**config.mk**
```make
export PLATFORM = sky130hd
export DESIGN_NAME = uart_port_scheduler
export DESIGN_NICKNAME = d
export VERILOG_FILES = /design/src/rtl/uart_sched_pkg.sv /design/src/rtl/rr_arb2.sv /design/src/rtl/uart_port_scheduler.sv
export SDC_FILE = /design/constraint.sdc
export NUM_CORES = 1
export LEC_CHECK = 0
export BUFFER_PORTS_ARGS = -buffer_cell sky130_fd_sc_hd__buf_2
export CAP_MARGIN = 20
export CORE_ASPECT_RATIO = 0.6
export CORE_MARGIN = 2
export CORE_UTILIZATION = 44
export CTS_CLUSTER_SIZE = 8
export DETAILED_ROUTE_END_ITERATION = 7
export GPL_TIMING_DRIVEN = 0
export PLACE_DENSITY = 0.75
export SYNTH_ARGS = -nofsm -noshare
export SYNTH_HDL_FRONTEND = slang
export SYNTH_SLANG_ARGS = --single-unit
```
**constraint.sdc**
```tcl
create_clock -name clk -period 1.98 [get_ports clk]
set_input_delay 0.198 -clock clk [delete_from_list [all_inputs] [get_ports clk]]
set_output_delay 0.198 -clock clk [all_outputs]
set_load 0.005 [all_outputs]
```
**src/rtl/uart_sched_pkg.sv**
```systemverilog
// Shared types and constants for the dual-port UART scheduler.
package uart_sched_pkg;

  localparam int NUM_PORTS = 2;

  typedef logic port_idx_t;

  typedef enum logic [2:0] {
    IDLE,
    SWITCH,
    LAUNCH,
    WAIT_START,
    WAIT_DONE
  } state_t;

endpackage

```
**src/rtl/rr_arb2.sv**
```systemverilog
// Combinational two-way round-robin arbiter: on a tie the port that was not
// granted last wins, otherwise the single requester wins.
module rr_arb2
  import uart_sched_pkg::*;
(
  input  logic [NUM_PORTS-1:0] req,
  input  port_idx_t            last,
  output port_idx_t            winner
);

  // Pick the lone requester, or alternate away from the last grant on a tie.
  always_comb begin
    winner = req[1];
    if (req == 2'b11) begin
      winner = ~last;
    end
  end

endmodule

```
**src/rtl/uart_port_scheduler.sv**
```systemverilog
// Shares one UART TX/RX interface between two byte requesters.
// Round-robin grant, port switching with a settle delay, launch/start timeout
// and RX tagging with the active port.
// Optional macro UART_SCHED_STATS_EN adds per-port completed-byte counters.
module uart_port_scheduler
  import uart_sched_pkg::*;
#(
  parameter int SETTLE_CYCLES = 4,
  parameter int START_TIMEOUT = 16
) (
  input  logic                      clk,
  input  logic                      rst_n,
  input  logic [NUM_PORTS-1:0]      req_valid,
  input  logic [NUM_PORTS-1:0][7:0] req_byte,
  output logic [NUM_PORTS-1:0]      req_ready,
  output logic [NUM_PORTS-1:0]      done,
  output logic                      timeout_err,
  output logic                      port_select,
  output logic                      transmit,
  output logic [7:0]                tx_byte,
  input  logic                      is_transmitting,
  input  logic                      is_receiving,
  input  logic                      received,
  input  logic [7:0]                rx_byte,
  output logic                      rx_valid,
  output logic                      rx_port,
  output logic [7:0]                rx_data
`ifdef UART_SCHED_STATS_EN
  ,
  output logic [15:0]               tx_count_0,
  output logic [15:0]               tx_count_1
`endif
);

  localparam int CNT_MAXV = (SETTLE_CYCLES > START_TIMEOUT) ? SETTLE_CYCLES : START_TIMEOUT;
  localparam int CNT_W    = $clog2(CNT_MAXV + 1);
  localparam logic [CNT_W-1:0] CNT_SAT     = '1;
  localparam logic [CNT_W-1:0] SETTLE_LAST = CNT_W'(SETTLE_CYCLES - 1);
  localparam logic [CNT_W-1:0] START_LAST  = CNT_W'(START_TIMEOUT - 1);

  state_t                state_q, state_d;
  port_idx_t             grant_q, grant_d;
  port_idx_t             last_grant_q, last_grant_d;
  logic                  port_select_q, port_select_d;
  logic [CNT_W-1:0]      cnt_q, cnt_d, cnt_inc;
  logic                  transmit_q, transmit_d;
  logic [7:0]            tx_byte_q, tx_byte_d;
  logic [NUM_PORTS-1:0]  req_ready_q, req_ready_d;
  logic [NUM_PORTS-1:0]  done_q, done_d;
  logic                  timeout_err_q, timeout_err_d;
  logic                  rx_valid_q, rx_port_q;
  logic [7:0]            rx_data_q;
  port_idx_t             winner;

  rr_arb2 u_arb (
    .req    (req_valid),
    .last   (last_grant_q),
    .winner (winner)
  );

  // Saturating increment shared by the settle and start-timeout phases.
  always_comb begin
    cnt_inc = (cnt_q == CNT_SAT) ? cnt_q : cnt_q + 1'b1;
  end

  // Next-state and registered-output logic for the transfer sequencer.
  always_comb begin
    state_d       = state_q;
    grant_d       = grant_q;
    last_grant_d  = last_grant_q;
    port_select_d = port_select_q;
    cnt_d         = cnt_q;
    transmit_d    = 1'b0;
    tx_byte_d     = tx_byte_q;
    req_ready_d   = '0;
    done_d        = '0;
    timeout_err_d = 1'b0;

    unique case (state_q)
      IDLE: begin
        if (req_valid != '0) begin
          if (winner == port_select_q) begin
            grant_d = winner;
            state_d = LAUNCH;
          end else if (!is_receiving && !is_transmitting) begin
            port_select_d = ~port_select_q;
            grant_d       = winner;
            cnt_d         = '0;
            state_d       = SWITCH;
          end else if (req_valid[port_select_q]) begin
            grant_d = port_select_q;
            state_d = LAUNCH;
          end
        end
      end

      SWITCH: begin
        if (cnt_q == SETTLE_LAST) begin
          state_d = LAUNCH;
        end else begin
          cnt_d = cnt_inc;
        end
      end

      LAUNCH: begin
        if (req_valid[grant_q]) begin
          transmit_d           = 1'b1;
          tx_byte_d            = req_byte[grant_q];
          req_ready_d[grant_q] = 1'b1;
          cnt_d                = '0;
          state_d              = WAIT_START;
        end else begin
          state_d = IDLE;
        end
      end

      WAIT_START: begin
        if (is_transmitting) begin
          state_d = WAIT_DONE;
        end else if (cnt_q == START_LAST) begin
          timeout_err_d = 1'b1;
          last_grant_d  = grant_q;
          state_d       = IDLE;
        end else begin
          cnt_d = cnt_inc;
        end
      end

      WAIT_DONE: begin
        if (!is_transmitting) begin
          done_d[grant_q] = 1'b1;
          last_grant_d    = grant_q;
          state_d         = IDLE;
        end
      end

      default: state_d = IDLE;
    endcase
  end

  // Sequencer state and registered control outputs.
  always_ff @(posedge clk or negedge rst_n) begin
    if (!rst_n) begin
      state_q       <= IDLE;
      grant_q       <= 1'b0;
      last_grant_q  <= 1'b1;
      port_select_q <= 1'b0;
      cnt_q         <= '0;
      transmit_q    <= 1'b0;
      tx_byte_q     <= '0;
      req_ready_q   <= '0;
      done_q        <= '0;
      timeout_err_q <= 1'b0;
    end else begin
      state_q       <= state_d;
      grant_q       <= grant_d;
      last_grant_q  <= last_grant_d;
      port_select_q <= port_select_d;
      cnt_q         <= cnt_d;
      transmit_q    <= transmit_d;
      tx_byte_q     <= tx_byte_d;
      req_ready_q   <= req_ready_d;
      done_q        <= done_d;
      timeout_err_q <= timeout_err_d;
    end
  end

  // RX capture: one-cycle delayed copy tagged with the pre-edge port.
  always_ff @(posedge clk or negedge rst_n) begin
    if (!rst_n) begin
      rx_valid_q <= 1'b0;
      rx_port_q  <= 1'b0;
      rx_data_q  <= '0;
    end else begin
      rx_valid_q <= received;
      rx_port_q  <= port_select_q;
      rx_data_q  <= rx_byte;
    end
  end

  assign req_ready   = req_ready_q;
  assign done        = done_q;
  assign timeout_err = timeout_err_q;
  assign port_select = port_select_q;
  assign transmit    = transmit_q;
  assign tx_byte     = tx_byte_q;
  assign rx_valid    = rx_valid_q;
  assign rx_port     = rx_port_q;
  assign rx_data     = rx_data_q;

`ifdef UART_SCHED_STATS_EN
  logic [15:0] tx_count_0_q, tx_count_0_d;
  logic [15:0] tx_count_1_q, tx_count_1_d;

  // Completed-byte counters advance with the done pulse and wrap naturally.
  always_comb begin
    tx_count_0_d = tx_count_0_q + {15'd0, done_d[0]};
    tx_count_1_d = tx_count_1_q + {15'd0, done_d[1]};
  end

  // Completed-byte counter registers.
  always_ff @(posedge clk or negedge rst_n) begin
    if (!rst_n) begin
      tx_count_0_q <= '0;
      tx_count_1_q <= '0;
    end else begin
      tx_count_0_q <= tx_count_0_d;
      tx_count_1_q <= tx_count_1_d;
    end
  end

  assign tx_count_0 = tx_count_0_q;
  assign tx_count_1 = tx_count_1_q;
`endif

endmodule
```
# Word level (Yosys, flattened, before mapping)
# Cells that the tools add are included.
word_totals:
  register_bits: 35
  latchBits: 0
  ram_bits: 0
  rom_bits: 0
  in_bits: 31
  output_inout_bits: 25
  elab_cells: 100
  mem_count: 0
classes:
  n_addsub: 1
  n_mul: 0
  n_div: 0
  magnitude_cmp: 3
  n_eq_ne: 21
  shifts: 0
  n_mux: 44
  bitwise_logic: 3
  n_reduce_logical: 15
ops:
  columns: ["operator", "n"]
  rows:
  - ["5-bit 2-to-1 mux", 8]
  - ["3-bit 2-to-1 mux", 8]
  - ["2-bit != test, second input constant", 10]
  - ["5-bit one-hot mux with 4 select lines", 1]
  - ["1-bit 2-to-1 mux", 17]
  - ["8-bit 2-to-1 mux", 2]
  - ["3-bit one-hot mux with 5 select lines", 1]
  - ["2-bit 2-to-1 mux", 5]
  - ["4-bit AND reduction", 2]
  - ["8-bit AND reduction", 1]
  - ["3-bit by 2-bit equality test with 1-bit output, second input constant", 2]
  - ["5-bit by 1-bit adder with 5-bit output, second input constant", 1]
  - ["5-bit by 2-bit equality test with 1-bit output, second input constant", 1]
  - ["5-bit by 4-bit equality test with 1-bit output, second input constant", 1]
  - ["5-bit equality test, second input constant", 1]
  - ["5-bit AND reduction", 1]
  - ["1-bit by 2-bit < comparator with 1-bit output, second input constant", 2]
  - ["4-bit != test, second input constant", 1]
  - ["2-bit nonzero test", 2]
  - ["4-bit nonzero test", 1]
  - ["3-bit by 1-bit equality test with 1-bit output, second input constant", 1]
  - ["3-bit equality test, second input constant", 1]
  - ["3-bit zero test", 1]
  - ["3-bit != test, second input constant", 1]
  - ["11 further kinds", 15]

# Logic depth before layout (Yosys ltp)
# Gate-level depths: netlist (run 1).
depth:
  word_depth: 7
  mapped_depth: 8
  ltp_nobuf: 8

# Hierarchy
# A second synthesis (run 1) with hierarchy kept.
unflattened:
  cells_unflattened: 137
  hier_area_um2: 1559.0
modules_own_cells:
  columns: ["mod", "n_inst", "cells_per_inst", "area_each_um2", "seq_area_each_um2"]
  rows:
  - ["uart_port_scheduler", 1, 136, 1547.7, 877.1]
  - ["rr_arb2", 1, 1, 11.3, 0.0]

# Least setup slack after synthesis (run 1)
# OpenSTA, ideal clock, no wires.
synth_timing:
  path_type: "register to register"
  start: "register cnt_q[0]"
  end: "register cnt_q[2]"
  setup_time_ns: 0.126
  arrival_ns: 2.010
  required_time_ns: 1.854
  path_slack_ns: -0.156
  path_stages_with_launch: 9
  n_path_buf: 0
  period_less_slack_ns: 2.136
  path_cell_list: "dfrtp_1 -> ha_1 -> and3_1 -> ha_1 -> nand2b_1 -> o21ai_0 -> o211ai_2 -> or2_1 -> a221o_1"
synth_between:
  elab_chain_len: 5
  word_cells_on_any_way: 12
  cone_classes: "add/sub (1); eq/ne (5); mux (5); reduce/logical (1)"
synth_rtl:
  columns: ["item", "line", "source"]
  rows:
  - ["from (decl)", "uart_port_scheduler.sv:45", "logic [CNT_W-1:0] cnt_q, cnt_d, cnt_inc;"]
  - ["from (signal assigned)", "uart_port_scheduler.sv:159", "cnt_q <= cnt_d;"]
  - ["5-bit by 1-bit adder with 5-bit output / 5-bit equality test (equally long branches)", "uart_port_scheduler.sv:63", "cnt_inc = (cnt_q == CNT_SAT) ? cnt_q : cnt_q + 1'b1;"]
  - ["5-bit 2-to-1 mux", "uart_port_scheduler.sv:63", null]
  - ["5-bit 2-to-1 mux", "uart_port_scheduler.sv:120", "end else if (cnt_q == START_LAST) begin"]
  - ["5-bit 2-to-1 mux", "uart_port_scheduler.sv:118", "if (is_transmitting) begin"]
  - ["5-bit one-hot mux with 4 select lines", "uart_port_scheduler.sv:79", "unique case (state_q)"]
# Parallel ways exist; a longest one is shown, timed or not. The select of a mux whose other input is x is not followed.
# A chain may end at the register's enable or synchronous reset.

# Worst setup path in the final report (run 1)
layout_timing:
  start: "register cnt_q[1]"
  end: "register cnt_q[2]"
# The elaborated chain is that of the path after synthesis.

==> out/qor.csv, run 1 <==
metric,value,unit
avgRoutedWirePerCell,14.4,microns
rr_startpoint,cnt_q[1]$_DFFE_PN0P_,
htree_levels,2,
syn_avg_cell_area,10.8,sq um
finalNetCount,255,
synth_top_cell_by_area,dfrtp_1,
violations,negative setup slack,
viasPerCell,5.20,
gp_congestion,0.850,
status,"complete, but fails checks",
synth_top_area_frac,0.546,
hold_viol,0,
slowest_delay,0.41,ns
slew_violations,0,
irDropWorstVdd,711,uV
initial_core_util,0.469,
setup_ws,-0.0262,ns
slew_headroom,0.494,
min_to,rx_data[4]$_DFF_PN0_,
syn2layout_area_growth,40.5,%
yosys_warnings,0,
via_count,1389,
ctsLongestPathBuffers,2,
synth_area_leaders,"dfrtp_1 55%, mux2i_1 5.8%, a21oi_1 4.8%, nor2_1 4.3%, o21ai_0 2.6%",
reg2reg_slack,-0.03,ns
whs_path_depth,1,
grt_max_degree,36,
ys_seq_area_frac,0.563,
clk_latency,0.30,ns
fin_crit_sh,1.01,
io_pins,56,
rsz0062_at_grt,yes,
skew,0.00923,ns
drt_iter0_markers,64,
grt_pass1_wl,6270,microns
first_pass_iters,4,
rows,16,
final_util,0.659,
die_x,80.8,microns
grt_use_total,0.212,
fillers,279,
crit_path_end_kind,flip-flop,
die-area,4050,sq um
cp-start-kind,flip-flop,
dieHeight,50.1,microns
cts_buffers,5,
drv_cap,0,
r2r_end,cnt_q[2]$_DFFE_PN0P_,
core,3320,sq um
required,2.16,ns
reg2regPathDepth,8,
layout_min_cycle_time,2.01,ns
grt_overflow,0,
p_leak,1.06,nW
setup_viol,1,
ys_ff_latch,35,
dp_hpwl,2780,microns
max_freq,0.498,GHz
tightest_slew,0.759,ns
numClockSinks,35,
worstHoldStart,rx_byte[4],
ff_latch_area,877,sq um
crit_arrival,2.19,ns
drc,0,
netlist_instances,144,
cts-root-buf,clkbuf_8,
cp_cell_sequence,"ha_2, and3_4, ha_4, nand2b_4, o21ai_2, o211ai_2, or2_4, a221o_1",
p_per_area,1320,nW/um^2
drive_gt1_frac,0.396,
diodes,0,
clk_pin_slew_worst_paths,0.07,ns
wl,3840,microns
synthesis.area,1560,sq um
hp-class,input port to flip-flop,
grt_pass1_vias,1412,
crit_fanout,3,
multi_input_area,692,sq um
path_class,flip-flop to flip-flop,
syn_nets,178,
ys_types,38,
port_buffers,54,
critPathSlowestCell,dfrtp_1,
hold_ws,0.0200,ns
cts_tree,built,
ant_nets,0,
antenna_found_initial,0,
place_ws,-0.135,ns
synthesized netlist by cell type (all sizes together):
library cell   n
nor2          18
nand2b         2
a22o           2
nand2          8
nor4b          1
and3           2
a21oi         15
and4           1
o221ai         1
dfrtp         34
a311oi         1
nor3           5
nand4          1
ha             3
or2            1
mux2           1
mux2i          9
buf            3
and2           1
o21ai          8
nand3          1
a31oi          2
o22ai          1
clkbuf         3
o2bb2ai        2
nor3b          3
a21o           1
nor2b          2
a221o          1
a21boi         1
or3            2
nor4           1
dfstp          1
inv            3
o211ai         1
xor2           1
o31ai          1
timing repair:
item	4_1_cts	5_1_grt
endpoints found under the setup margin	3	14
gates cloned	0	0
resized for setup	0	6
setup buffers	7	1
endpoints found under the hold margin	34	7
hold buffers	1	7
pin swaps	6	0
kinds of logic (layout without fill, tap and decap cells):
kind of cell | count (synthesis) | count (layout) | share of synthesized area
and+or+nand+nor | 49 | 49 | 0.156
AOI/OAI and AO/OA | 37 | 37 | 0.156
DFF | 35 | 35 | 0.563
muxes | 10 | 10 | 0.0651
buffers and inverters | 9 | 87 | 0.0257
adders and majority gates | 3 | 3 | 0.0241
xor gates and xnor gates | 1 | 1 | 0.0104
state kept, by name, indices dropped and copies added, names as in the netlist, 2 cells and up:
signal,count
tx_byte,8
cnt_q,5
req_ready,2
rx_data,8
done,2
state_q,3
worst max-delay path, delay by kind of cell (launching register included):
| family | cells | cell delay, ns |
|---|---|---|
| AOI/OAI and AO/OA | 3 | 0.58 |
| DFF | 1 | 0.41 |
| and+or+nand+nor | 3 | 0.56 |
| adders and majority gates | 2 | 0.34 |
metrics by stage:
step           power, mW  area (sq um)  setup TNS [ns]  cells
2_1_floorplan       1.74          1590               0    144
3_3_place_gp        2.03          1920         -0.0931    243
3_5_place_dp        2.09          1920          -0.185    243
4_1_cts             2.83          2090               0    259
5_1_grt             3.11          2190          -0.132    267
6_report            2.89          2190         -0.0262    267
layer usage:
| layer | up-vias | part of all wire | GRT usage |
|---|---|---|---|
| li1 | 667 | - | - |
| met1 | 661 | 0.46 | 0.275 |
| met2 | 54 | 0.46 | 0.317 |
| met3 | 7 | 0.073 | 0.0934 |
| met4 | 0 | 0.013 | 0.0734 |
| met5 | - | 0 | 0 |
worst max path at each step:
stage                         start                    to  slack [ns]  cells after the start
6_report       cnt_q[1]$_DFFE_PN0P_  cnt_q[2]$_DFFE_PN0P_       -0.03                      8
5_1_grt        cnt_q[0]$_DFFE_PN0P_  cnt_q[2]$_DFFE_PN0P_       -0.09                      8
4_1_cts        cnt_q[0]$_DFFE_PN0P_  cnt_q[2]$_DFFE_PN0P_       0.007                      8
3_5_place_dp   cnt_q[1]$_DFFE_PN0P_  cnt_q[2]$_DFFE_PN0P_       -0.13                      8
3_3_place_gp   cnt_q[1]$_DFFE_PN0P_  cnt_q[2]$_DFFE_PN0P_       -0.09                      8
2_1_floorplan  cnt_q[1]$_DFFE_PN0P_  cnt_q[2]$_DFFE_PN0P_       0.006                      8
layout by cell type, fill, tap and decap left out, types with 2 or more instances in the layout:
master,count
buf_4,9
dlygate4sd3_1,8
o21ai_0,6
nor3_1,5
a21oi_1,14
o2bb2ai_1,2
nor3b_1,2
or3_1,2
nand2_1,8
inv_1,3
mux2i_1,9
clkbuf_8,5
dfrtp_1,34
nor2b_1,2
a22o_1,2
buf_2,56
nor2_1,17
clkbuf_1,3
a31oi_1,2
power by group:
group          total, mW  switching [mW]  internal [mW]
logic               1.18           0.630          0.551
clock network      0.642           0.267          0.374
registers           1.07           0.149          0.916
layout make-up:
class | instances | share of cell area
plain buffers | 6 | 0.0132
clock buffers | 5 | 0.0314
clock inverters | 3 | 0.0200
inverters | 3 | 0.00515
multi-input cells | 100 | 0.316
flip-flops and latches | 35 | 0.401
well taps | 45 | 0.0257
repair buffers | 70 | 0.188
(Power assumes the default switching activity.)
==> run 2, diff against run 1 <==
--- a/config.mk
+++ b/config.mk
@@ -9,11 +9,11 @@
 export CAP_MARGIN = 20
 export CORE_ASPECT_RATIO = 0.6
 export CORE_MARGIN = 2
-export CORE_UTILIZATION = 44
+export CORE_UTILIZATION = 29
 export CTS_CLUSTER_SIZE = 8
 export DETAILED_ROUTE_END_ITERATION = 7
 export GPL_TIMING_DRIVEN = 0
-export PLACE_DENSITY = 0.75
+export SLEW_MARGIN = 20
 export SYNTH_ARGS = -nofsm -noshare
 export SYNTH_HDL_FRONTEND = slang
 export SYNTH_SLANG_ARGS = --single-unit
==> run 2 against run 1 <==
The run ends with negative hold slack, negative setup slack left. Cell count increased by 4.5%. Total power decreased by 5.9%. Register-to-register slack got worse by 0.02 ns. Combinational power about the same. Clock power decreased by 20%. Setup slack got worse by 0.016 ns. Maximum frequency decreased by 0.79%. Critical endpoint unchanged. Largest cell class unchanged.
==> out/qor.csv, run 2 (synthesized netlist as in run 1, its figures left out) <==
metric,value,unit
htree_levels,2,
reg2regPathDepth,8,
final_common_cell,buf_2,
fin_crit_sh,1.02,
gp_congestion,0.825,
max_freq,0.495,GHz
met3_usage,0.0518,
setup_viol,1,
dp_hpwl,2620,microns
top_usage_layer,met1,
setup_ws,-0.0422,ns
slew_headroom,0.480,
setup_tns,-0.0422,ns
crit_path_end_kind,flip-flop,
drv_cap,0,
reg2reg_slack,-0.04,ns
syn2layout_area_growth,34.8,%
layout_min_cycle_time,2.02,ns
rr_startpoint,cnt_q[1]$_DFFE_PN0P_,
first_pass_iters,4,
crit_family,simple AND/OR/NAND/NOR gates,
viasPerCell,4.66,
clk_latency,0.29,ns
placed_cells,264,
cts_tree,built,
drt_iter0_markers,34,
io_pins,56,
critPathSlowestCell,dfrtp_1,
hold_viol,16,
dieHeight,60.8,microns
grt_pass1_vias,1177,
drive_gt1_frac,0.404,
avgRoutedWirePerCell,12.9,microns
crit_arrival,2.19,ns
crit_fanout,4,
antenna_found_initial,0,
layout_common_cells,"56 x buf_2, 34 x dfrtp_1, 17 x nor2_1",
final_cells,279,
hp-class,input port to async pin,
required,2.15,ns
via_count,1300,
violations,"negative hold slack, negative setup slack",
die-area,5990,sq um
cts_buffers,5,
wl,3610,microns
path_class,flip-flop to flip-flop,
r2r_end,cnt_q[2]$_DFFE_PN0P_,
tightest_slew,0.781,ns
initial_core_util,0.304,
cts-root-buf,clkbuf_8,
cts_hold_buffers,0,
hold_ws,-0.0140,ns
cp_num_buf_inv,0,
status,"complete, but fails checks",
clk_pin_slew_worst_paths,0.08,ns
grt_overflow,0,
grt_pass1_wl,5720,microns
slowest_delay,0.39,ns
grtUsageMet2,0.163,
use_met1,0.189,
die_x,98.6,microns
cp_cell_sequence,"ha_2, and3_4, ha_4, nand2b_4, o21ai_2, o211ai_2, or2_4, a221o_1",
diodes,0,
numClockSinks,35,
core,5130,sq um
finalNetCount,246,
rows,20,
port_buffers,54,
skew,0.00873,ns
ant_nets,0,
irDropWorstVdd,372,uV
cp-start-kind,flip-flop,
ctsLongestPathBuffers,2,
rsz0062_at_grt,yes,
drc,0,
p_leak,1.00,nW
p_per_area,1290,nW/um^2
slew_violations,0,
grt_max_degree,36,
grt_use_total,0.125,
-- run 2: cell count changes in the layout (fill, tap and decap cells not counted), sizes merged --
| cell | previous run | this run |
|---|---|---|
| clkinv | 2 | 1 |
| dlygate4sd3 | 8 | 0 |
| clkbuf | 8 | 9 |
| clkinvlp | 0 | 1 |
| buf | 65 | 64 |
| bufinv | 1 | 0 |
-- run 2: layout make-up --
type / instances / area, sq um
Buffer: 6 / 28.8
Clock buffer: 6 / 72.6
Tap cell: 66 / 82.6
Fill cell: 501 / 3030
Sequential cell: 35 / 877
Inverter: 3 / 11.3
Clock inverter: 2 / 12.5
Multi-Input combinational cell: 100 / 692
Timing Repair Buffer: 61 / 323
-- run 2: per-layer routing --
metal	vias up	share of wire	routed length (microns)
met5	-	0	0
met4	0	0.0036	13
met3	2	0.079	286
met2	43	0.38	1360
met1	608	0.54	1950
li1	647	-	-
-- run 2: worst reg2reg max path, stage by stage, from the launching register on --
cell and delay (ns):
dfrtp_1 0.39, ha_2 0.20, and3_4 0.16, ha_4 0.17
nand2b_4 0.14, o21ai_2 0.13, o211ai_2 0.13, or2_4 0.29
a221o_1 0.31
-- run 2: worst max path at each step --
stage | slack [ns] | from | end | cells past startpoint
final | -0.04 | cnt_q[1]$_DFFE_PN0P_ | cnt_q[2]$_DFFE_PN0P_ | 8
after global routing | -0.10 | cnt_q[1]$_DFFE_PN0P_ | cnt_q[2]$_DFFE_PN0P_ | 8
after CTS | 0.007 | cnt_q[0]$_DFFE_PN0P_ | cnt_q[2]$_DFFE_PN0P_ | 8
after detailed placement | -0.15 | cnt_q[1]$_DFFE_PN0P_ | cnt_q[2]$_DFFE_PN0P_ | 8
after global placement | -0.14 | cnt_q[0]$_DFFE_PN0P_ | cnt_q[2]$_DFFE_PN0P_ | 8
after floorplan | 0.006 | cnt_q[1]$_DFFE_PN0P_ | cnt_q[2]$_DFFE_PN0P_ | 8
-- run 2: power by group --
part | switching (mW) | internal (mW)
clock network | 0.266 | 0.246
logic | 0.608 | 0.542
registers | 0.140 | 0.916
total | 1.01 | 1.70
-- run 2: what timing repair did --
action,4_1_cts,5_1_grt
pin swaps,4,3
gates resized for setup,0,6
setup buffers,4,3
gates cloned,0,0
endpoints found under the setup margin,2,12
-- run 2: stage by stage --
step	area (sq um)	power, mW	utilization	setup WS [ns]
2_1_floorplan	1590	1.74	-	0.00608
4_1_cts	2060	2.66	0.401	0.00747
6_report	2100	2.72	0.409	-0.0422
3_5_place_dp	1940	2.08	0.379	-0.147
5_1_grt	2100	2.93	0.409	-0.103
3_3_place_gp	1940	2.07	0.379	-0.139
